===== src/rtl/serial_pkg.sv =====
// rtl/serial_pkg.sv - shared constants for the serial adder driver and its benches
//
// Exports:
//   state_t       : control FSM encoding (IDLE, CLEAR, SHIFT, DRAIN)
//   DEFAULT_WIDTH : default operand/result width

package serial_pkg;

    localparam int DEFAULT_WIDTH = 8;

    typedef enum logic [1:0] {
        ST_IDLE  = 2'b00,
        ST_CLEAR = 2'b01,
        ST_SHIFT = 2'b10,
        ST_DRAIN = 2'b11
    } state_t;

endpackage


===== src/rtl/serial_add_driver.sv =====
// rtl/serial_add_driver.sv - parallel-side initiator for the bit-serial Moore adder
//
// Latches two WIDTH-bit operands on start, clears the adder through ser_rst,
// streams the operands LSB-first on ser_a/ser_b, gathers the one-cycle-late
// Moore sum bits and presents {cout, result} with a single-cycle done pulse.
//
// Ports:
//   clk, rst              : clock, synchronous active-high reset
//   start, op_a, op_b     : request and operands (sampled while ready=1)
//   ready, busy           : idle / working status (busy = ~ready)
//   ser_rst, ser_a, ser_b : drive the serial adder
//   ser_sum, ser_carry    : registered adder outputs
//   result, cout, done    : registered sum, carry-out and completion pulse

module serial_add_driver
    import serial_pkg::*;
#(
    parameter int WIDTH = DEFAULT_WIDTH
) (
    input  logic             clk,
    input  logic             rst,
    input  logic             start,
    input  logic [WIDTH-1:0] op_a,
    input  logic [WIDTH-1:0] op_b,
    output logic             ready,
    output logic             busy,
    output logic             ser_rst,
    output logic             ser_a,
    output logic             ser_b,
    input  logic             ser_sum,
    input  logic             ser_carry,
    output logic [WIDTH-1:0] result,
    output logic             cout,
    output logic             done
);

    localparam int            CW       = (WIDTH > 1) ? $clog2(WIDTH) : 1;
    localparam logic [CW-1:0] CNT_LAST = CW'(WIDTH - 1);

    state_t           state_q, state_d;
    logic [CW-1:0]    cnt_q, cnt_d;
    logic [WIDTH-1:0] a_sh_q, a_sh_d;
    logic [WIDTH-1:0] b_sh_q, b_sh_d;
    // Holds the low WIDTH-1 sum bits; the MSB arrives during DRAIN and goes
    // straight into result, so it never needs a storage slot here.
    logic [WIDTH-2:0] acc_q, acc_d;
    logic [WIDTH-1:0] result_q, result_d;
    logic             cout_q, cout_d;
    logic             done_q, done_d;

    // Current adder sum bit placed above the collected bits: the upper
    // WIDTH-1 bits are the next accumulator, all WIDTH bits form the result.
    logic [WIDTH-1:0] acc_ins;
    assign acc_ins = {ser_sum, acc_q};

    // State register
    always_ff @(posedge clk) begin
        if (rst) begin
            state_q <= ST_IDLE;
        end else begin
            state_q <= state_d;
        end
    end

    // Next-state logic
    always_comb begin
        state_d = state_q;
        case (state_q)
            ST_IDLE:  if (start) state_d = ST_CLEAR;
            ST_CLEAR: state_d = ST_SHIFT;
            ST_SHIFT: if (cnt_q == CNT_LAST) state_d = ST_DRAIN;
            ST_DRAIN: state_d = ST_IDLE;
            default:  state_d = ST_IDLE;
        endcase
    end

    // Output logic
    always_comb begin
        ready   = (state_q == ST_IDLE);
        busy    = ~ready;
        // rst is ORed in so the adder is cleared in the very cycle we abort.
        ser_rst = rst | (state_q == ST_CLEAR);
        ser_a   = (state_q == ST_SHIFT) & a_sh_q[0];
        ser_b   = (state_q == ST_SHIFT) & b_sh_q[0];
    end

    // Datapath next-value logic
    always_comb begin
        cnt_d    = cnt_q;
        a_sh_d   = a_sh_q;
        b_sh_d   = b_sh_q;
        acc_d    = acc_q;
        result_d = result_q;
        cout_d   = cout_q;
        done_d   = 1'b0;
        case (state_q)
            ST_IDLE: begin
                if (start) begin
                    a_sh_d = op_a;
                    b_sh_d = op_b;
                end
            end
            ST_CLEAR: begin
                cnt_d = '0;
            end
            ST_SHIFT: begin
                a_sh_d = {1'b0, a_sh_q[WIDTH-1:1]};
                b_sh_d = {1'b0, b_sh_q[WIDTH-1:1]};
                // The Moore adder output lags its input by one cycle, so the
                // first SHIFT cycle still shows the cleared state.
                if (cnt_q != '0) begin
                    acc_d = acc_ins[WIDTH-1:1];
                end
                cnt_d = (cnt_q == CNT_LAST) ? '0 : cnt_q + 1'b1;
            end
            ST_DRAIN: begin
                result_d = acc_ins;
                cout_d   = ser_carry;
                done_d   = 1'b1;
            end
            default: begin
                cnt_d = '0;
            end
        endcase
    end

    always_ff @(posedge clk) begin
        if (rst) begin
            cnt_q    <= '0;
            a_sh_q   <= '0;
            b_sh_q   <= '0;
            acc_q    <= '0;
            result_q <= '0;
            cout_q   <= 1'b0;
            done_q   <= 1'b0;
        end else begin
            cnt_q    <= cnt_d;
            a_sh_q   <= a_sh_d;
            b_sh_q   <= b_sh_d;
            acc_q    <= acc_d;
            result_q <= result_d;
            cout_q   <= cout_d;
            done_q   <= done_d;
        end
    end

    assign result = result_q;
    assign cout   = cout_q;
    assign done   = done_q;

endmodule


===== config.mk =====
export PLATFORM = sky130hd
export DESIGN_NAME = serial_add_driver
export DESIGN_NICKNAME = d
export VERILOG_FILES = /design/src/rtl/serial_pkg.sv /design/src/rtl/serial_add_driver.sv
export SDC_FILE = /design/constraint.sdc
export NUM_CORES = 1
export LEC_CHECK = 0
export ABC_AREA = 1
export ABC_CLOCK_PERIOD_IN_PS = 3290
export CAP_MARGIN = 20
export CORE_UTILIZATION = 55
export CTS_CLUSTER_SIZE = 16
export DETAILED_ROUTE_END_ITERATION = 7
export HOLD_SLACK_MARGIN = 0.03
export PLACE_DENSITY = 0.85
export SLEW_MARGIN = 40
export SYNTH_ARGS = -nofsm -noshare
export SYNTH_HDL_FRONTEND = slang
export SYNTH_SLANG_ARGS = --single-unit

===== constraint.sdc =====
create_clock -name clk -period 3.29 [get_ports clk]
set_input_delay 0.4935 -clock clk [delete_from_list [all_inputs] [get_ports clk]]
set_output_delay 0.4935 -clock clk [all_outputs]
set_load 0.01 [all_outputs]

==> results.py <==
metrics = {
    "status": {
        "status": "finished clean",
    },
    "synth": {
        "synth_mux_area_share_pct": 0,
        "netlist_top_cells_area": "dfxtp_1 (41%), nand2_1 (15%), nor2_1 (10%), inv_1 (7.4%), nand3_1 (6.7%)",
        "syn_area_mm2": 0.00187,
        "synth-compound-area-share_pct": 8.03,
        "synth_nets": 312,
        "synth_top_area_share_pct": 40.7,
        "synth_flop_cell": "dfxtp_1",
        "synth-seq-cells": 38,
        "synth_area_leader_cell": "dfxtp_1",
        "synthAdderAreaFrac_pct": 5.35,
        "synth_edf_count": 0,
        "synthCells": 283,
        "yosysWarnings": 0,
        "yosys-top-cells-count": "nand2_1 (77), nor2_1 (50), dfxtp_1 (38)",
        "syn_area_per_cell_um2": 6.61,
        "synth_top_family_by_area": "simple AND/OR/NAND/NOR gates",
        "synth_simple_gate_area_share_pct": 33.2,
        "synth.yosys.seq_area_share_pct": 40.7,
        "synth.distinct_cells": 16,
        "synth_most_common_cell": "nand2_1",
        "synth-xor-area-share_pct": 0,
        "async_flop_share_pct": 0,
    },
    "job": {
        "cap_violations": 0,
    },
    "grt": {
        "grt_usage_pct": 22.8,
        "grt_start_max_net_pins": 30,
        "grt_antenna_before_repair": 0,
        "grt_pass1_vias": 1460,
        "grt_pass1_wl_um": 6210,
        "grt-ovfl-total": 0,
    },
    "floorplanning": {
        "die_h_um": 60.3,
        "start_util_pct": 59.8,
        "dieArea_mm2": 0.00364,
        "coreArea_mm2": 0.00313,
        "dieWidth_um": 60.3,
        "rows": 20,
        "num_io_pins": 36,
    },
    "min_path": {
        "hold_start": "acc_q[2]$_SDFFE_PP0P_",
        "hold_path_depth": 2,
        "worstHoldEndpoint": "result[2]$_SDFFE_PP0P_",
        "hold_class": "register to register",
    },
    "layout": {
        "fill_cells": 261,
        "drive_gt1_share_pct": 4.13,
        "ff_latch_area_um2": 761,
        "fin_area_mm2": 0.00231,
        "areaGrowthSynthToFinish_pct": 23.5,
        "multi_input_area_um2": 871,
        "finalNetCount": 343,
        "num_antenna_cells": 0,
        "fin_util_pct": 73.8,
    },
    "power": {
        "p_total_mw": 2.00,
        "power.leakage_nw": 1.11,
        "powerDensity_mw_per_mm2": 866,
        "vdd_drop_max_v": 0.000564,
    },
    "clock_tree": {
        "worstSkewPairLatency_ns": 0.35,
        "ctsResizeCount": 0,
        "cts.sinks": 38,
        "cts_hold_buf": 0,
        "post_cts_buffers": 0,
        "cts_buffer_depth": 2,
        "tritoncts": "done",
        "cts_buffers": 5,
        "clk_pin_slew_ns": 0.12,
        "htree_levels": 2,
        "clock_tree.root_cell": "clkbuf_4",
    },
    "critical_path": {
        "cp_max_fo": 11,
        "cp_common_cell": "inv_1",
        "worstPathArrival_ns": 1.90,
        "r2r_end": "a_sh_q[7]$_SDFFE_PP0P_",
        "worstSetupPathType": "register to primary output",
        "reg2regPathDepth": 8,
        "end_kind": "primary output",
        "r2r_slack_ns": 1.21,
        "cpLargestDelayFamily": "buffers and inverters",
        "crit_chain": "inv_1 > ha_1 > nand2_1 > inv_1 > clkdlybuf4s50_1",
        "crit_buf_inv": 3,
        "cp_data_required_time_ns": 2.80,
        "start_kind": "register",
        "r2r_start": "state_q[0]$_SDFFE_PP0P_",
        "critical_path.max_stage_delay_ns": 0.52,
        "cp_slowest_cell": "clkdlybuf4s50_1",
    },
    "placed_design": {
        "place_congestion": 0.769,
        "place_ws_ns": 1.06,
        "post_dp_cell_area_mm2": 0.00220,
        "dp_hpwl_um": 2440,
        "portBuffers": 35,
    },
    "route": {
        "route.detailed.drc": 0,
        "antenna_left": 0,
        "via_per_inst": 4.90,
        "drt_wl_total_um": 3760,
        "drtPass1Iterations": 5,
        "wl_per_cell_um": 10.5,
        "drt_iter0_markers": 106,
        "vias": 1758,
    },
    "timing": {
        "worst_pin_slew_ns": 0.534,
        "setup_ws_ns": 0.894,
        "setup_viol": 0,
        "hold_violations": 0,
        "skew_ns": 0.0114,
        "finalMaxSlewViolations": 0,
        "max_freq_mhz": 417,
        "period_share_pct": 72.8,
        "min_period_ns": 2.40,
        "final.setup.tns_ns": 0,
        "slew_headroom_pct": 64.3,
        "rsz0062_at_grt": "no",
    },
}
-- layout make-up --
class,instances,area share (%)
Clock buffer,6,2.22
Clock inverter,2,2.60
Multi-Input combinational cell,193,37.7
Tap cell,44,2.38
Timing Repair Buffer,37,15.8
Inverter,39,6.34
Sequential cell,38,32.9
-- per-layer routing --
metal  global-route usage, %  vias to the layer above  wire (um)
li1                        -                      927          -
met1                    28.9                      778       1710
met2                    37.4                       45       1780
met3                    4.55                        8        204
met4                    9.97                        0         63
met5                       0                        -          0
-- report_power, final --
group	switching, mW	internal (mW)
registers	0.0750	0.601
logic	0.563	0.347
clock network	0.157	0.257
-- metrics by stage --
stage	cells	hold slack, ns
4_1_cts	359	0.493
2_1_floorplan	283	0.445
6_report	359	0.491
5_1_grt	359	0.513
3_5_place_dp	351	0.469
3_3_place_gp	351	0.464
-- state kept, by name (all words and copies together) (netlist names) --
signal and flops:
a_sh_q 8, b_sh_q 8, result 8, acc_q 7, cnt_q 3, state_q 2
cout 1, done 1
-- worst max-delay path by stage --
stage / slack [ns] / endpoint / cells past startpoint / start
finish: 0.89 / ser_a / 5 / state_q[0]$_SDFFE_PP0P_
global route: 0.72 / ser_b / 5 / state_q[0]$_SDFFE_PP0P_
CTS: 0.85 / ser_a / 5 / state_q[0]$_SDFFE_PP0P_
detailed placement: 1.06 / ser_rst / 3 / rst
global placement: 1.08 / ser_rst / 3 / rst
floorplan: 1.70 / ser_a / 6 / state_q[0]$_SDFFE_PP0P_
-- kinds of logic (layout without fill, tap and decap cells) --
| logic type | count (synthesis) | in the layout |
|---|---|---|
| AND/OR/NAND/NOR | 155 | 155 |
| buffers and inverters | 52 | 84 |
| flip-flops | 38 | 38 |
| AO/OA/AOI/OAI | 30 | 30 |
| adder cells (fa/ha/maj) | 8 | 8 |
-- layout by cell type, fill, tap and decap left out --
| cell | Yosys | final |
|---|---|---|
| nand2_1 | 77 | 77 |
| nor2_1 | 50 | 50 |
| dfxtp_1 | 38 | 38 |
| inv_1 | 37 | 37 |
| clkdlybuf4s50_1 | 0 | 35 |
| nand3_1 | 25 | 25 |
| a21oi_1 | 19 | 19 |
| o21ai_0 | 11 | 11 |
| ha_1 | 8 | 8 |
| clkbuf_4 | 0 | 5 |
| bufinv_16 | 0 | 2 |
| buf_4 | 6 | 2 |
| or2_2 | 1 | 1 |
| clkinv_1 | 1 | 1 |
| inv_2 | 1 | 1 |
| nand2_2 | 1 | 1 |
| nand4_1 | 1 | 1 |
| clkbuf_8 | 0 | 1 |
-- worst min-delay path, delay by kind of cell (launching register included) --
family | cells | cell delay [ns]
flops | 1 | 0.33
compound gates | 1 | 0.06
buf+inv | 1 | 0.07
No activity file was read; power rests on OpenSTA's default activity.
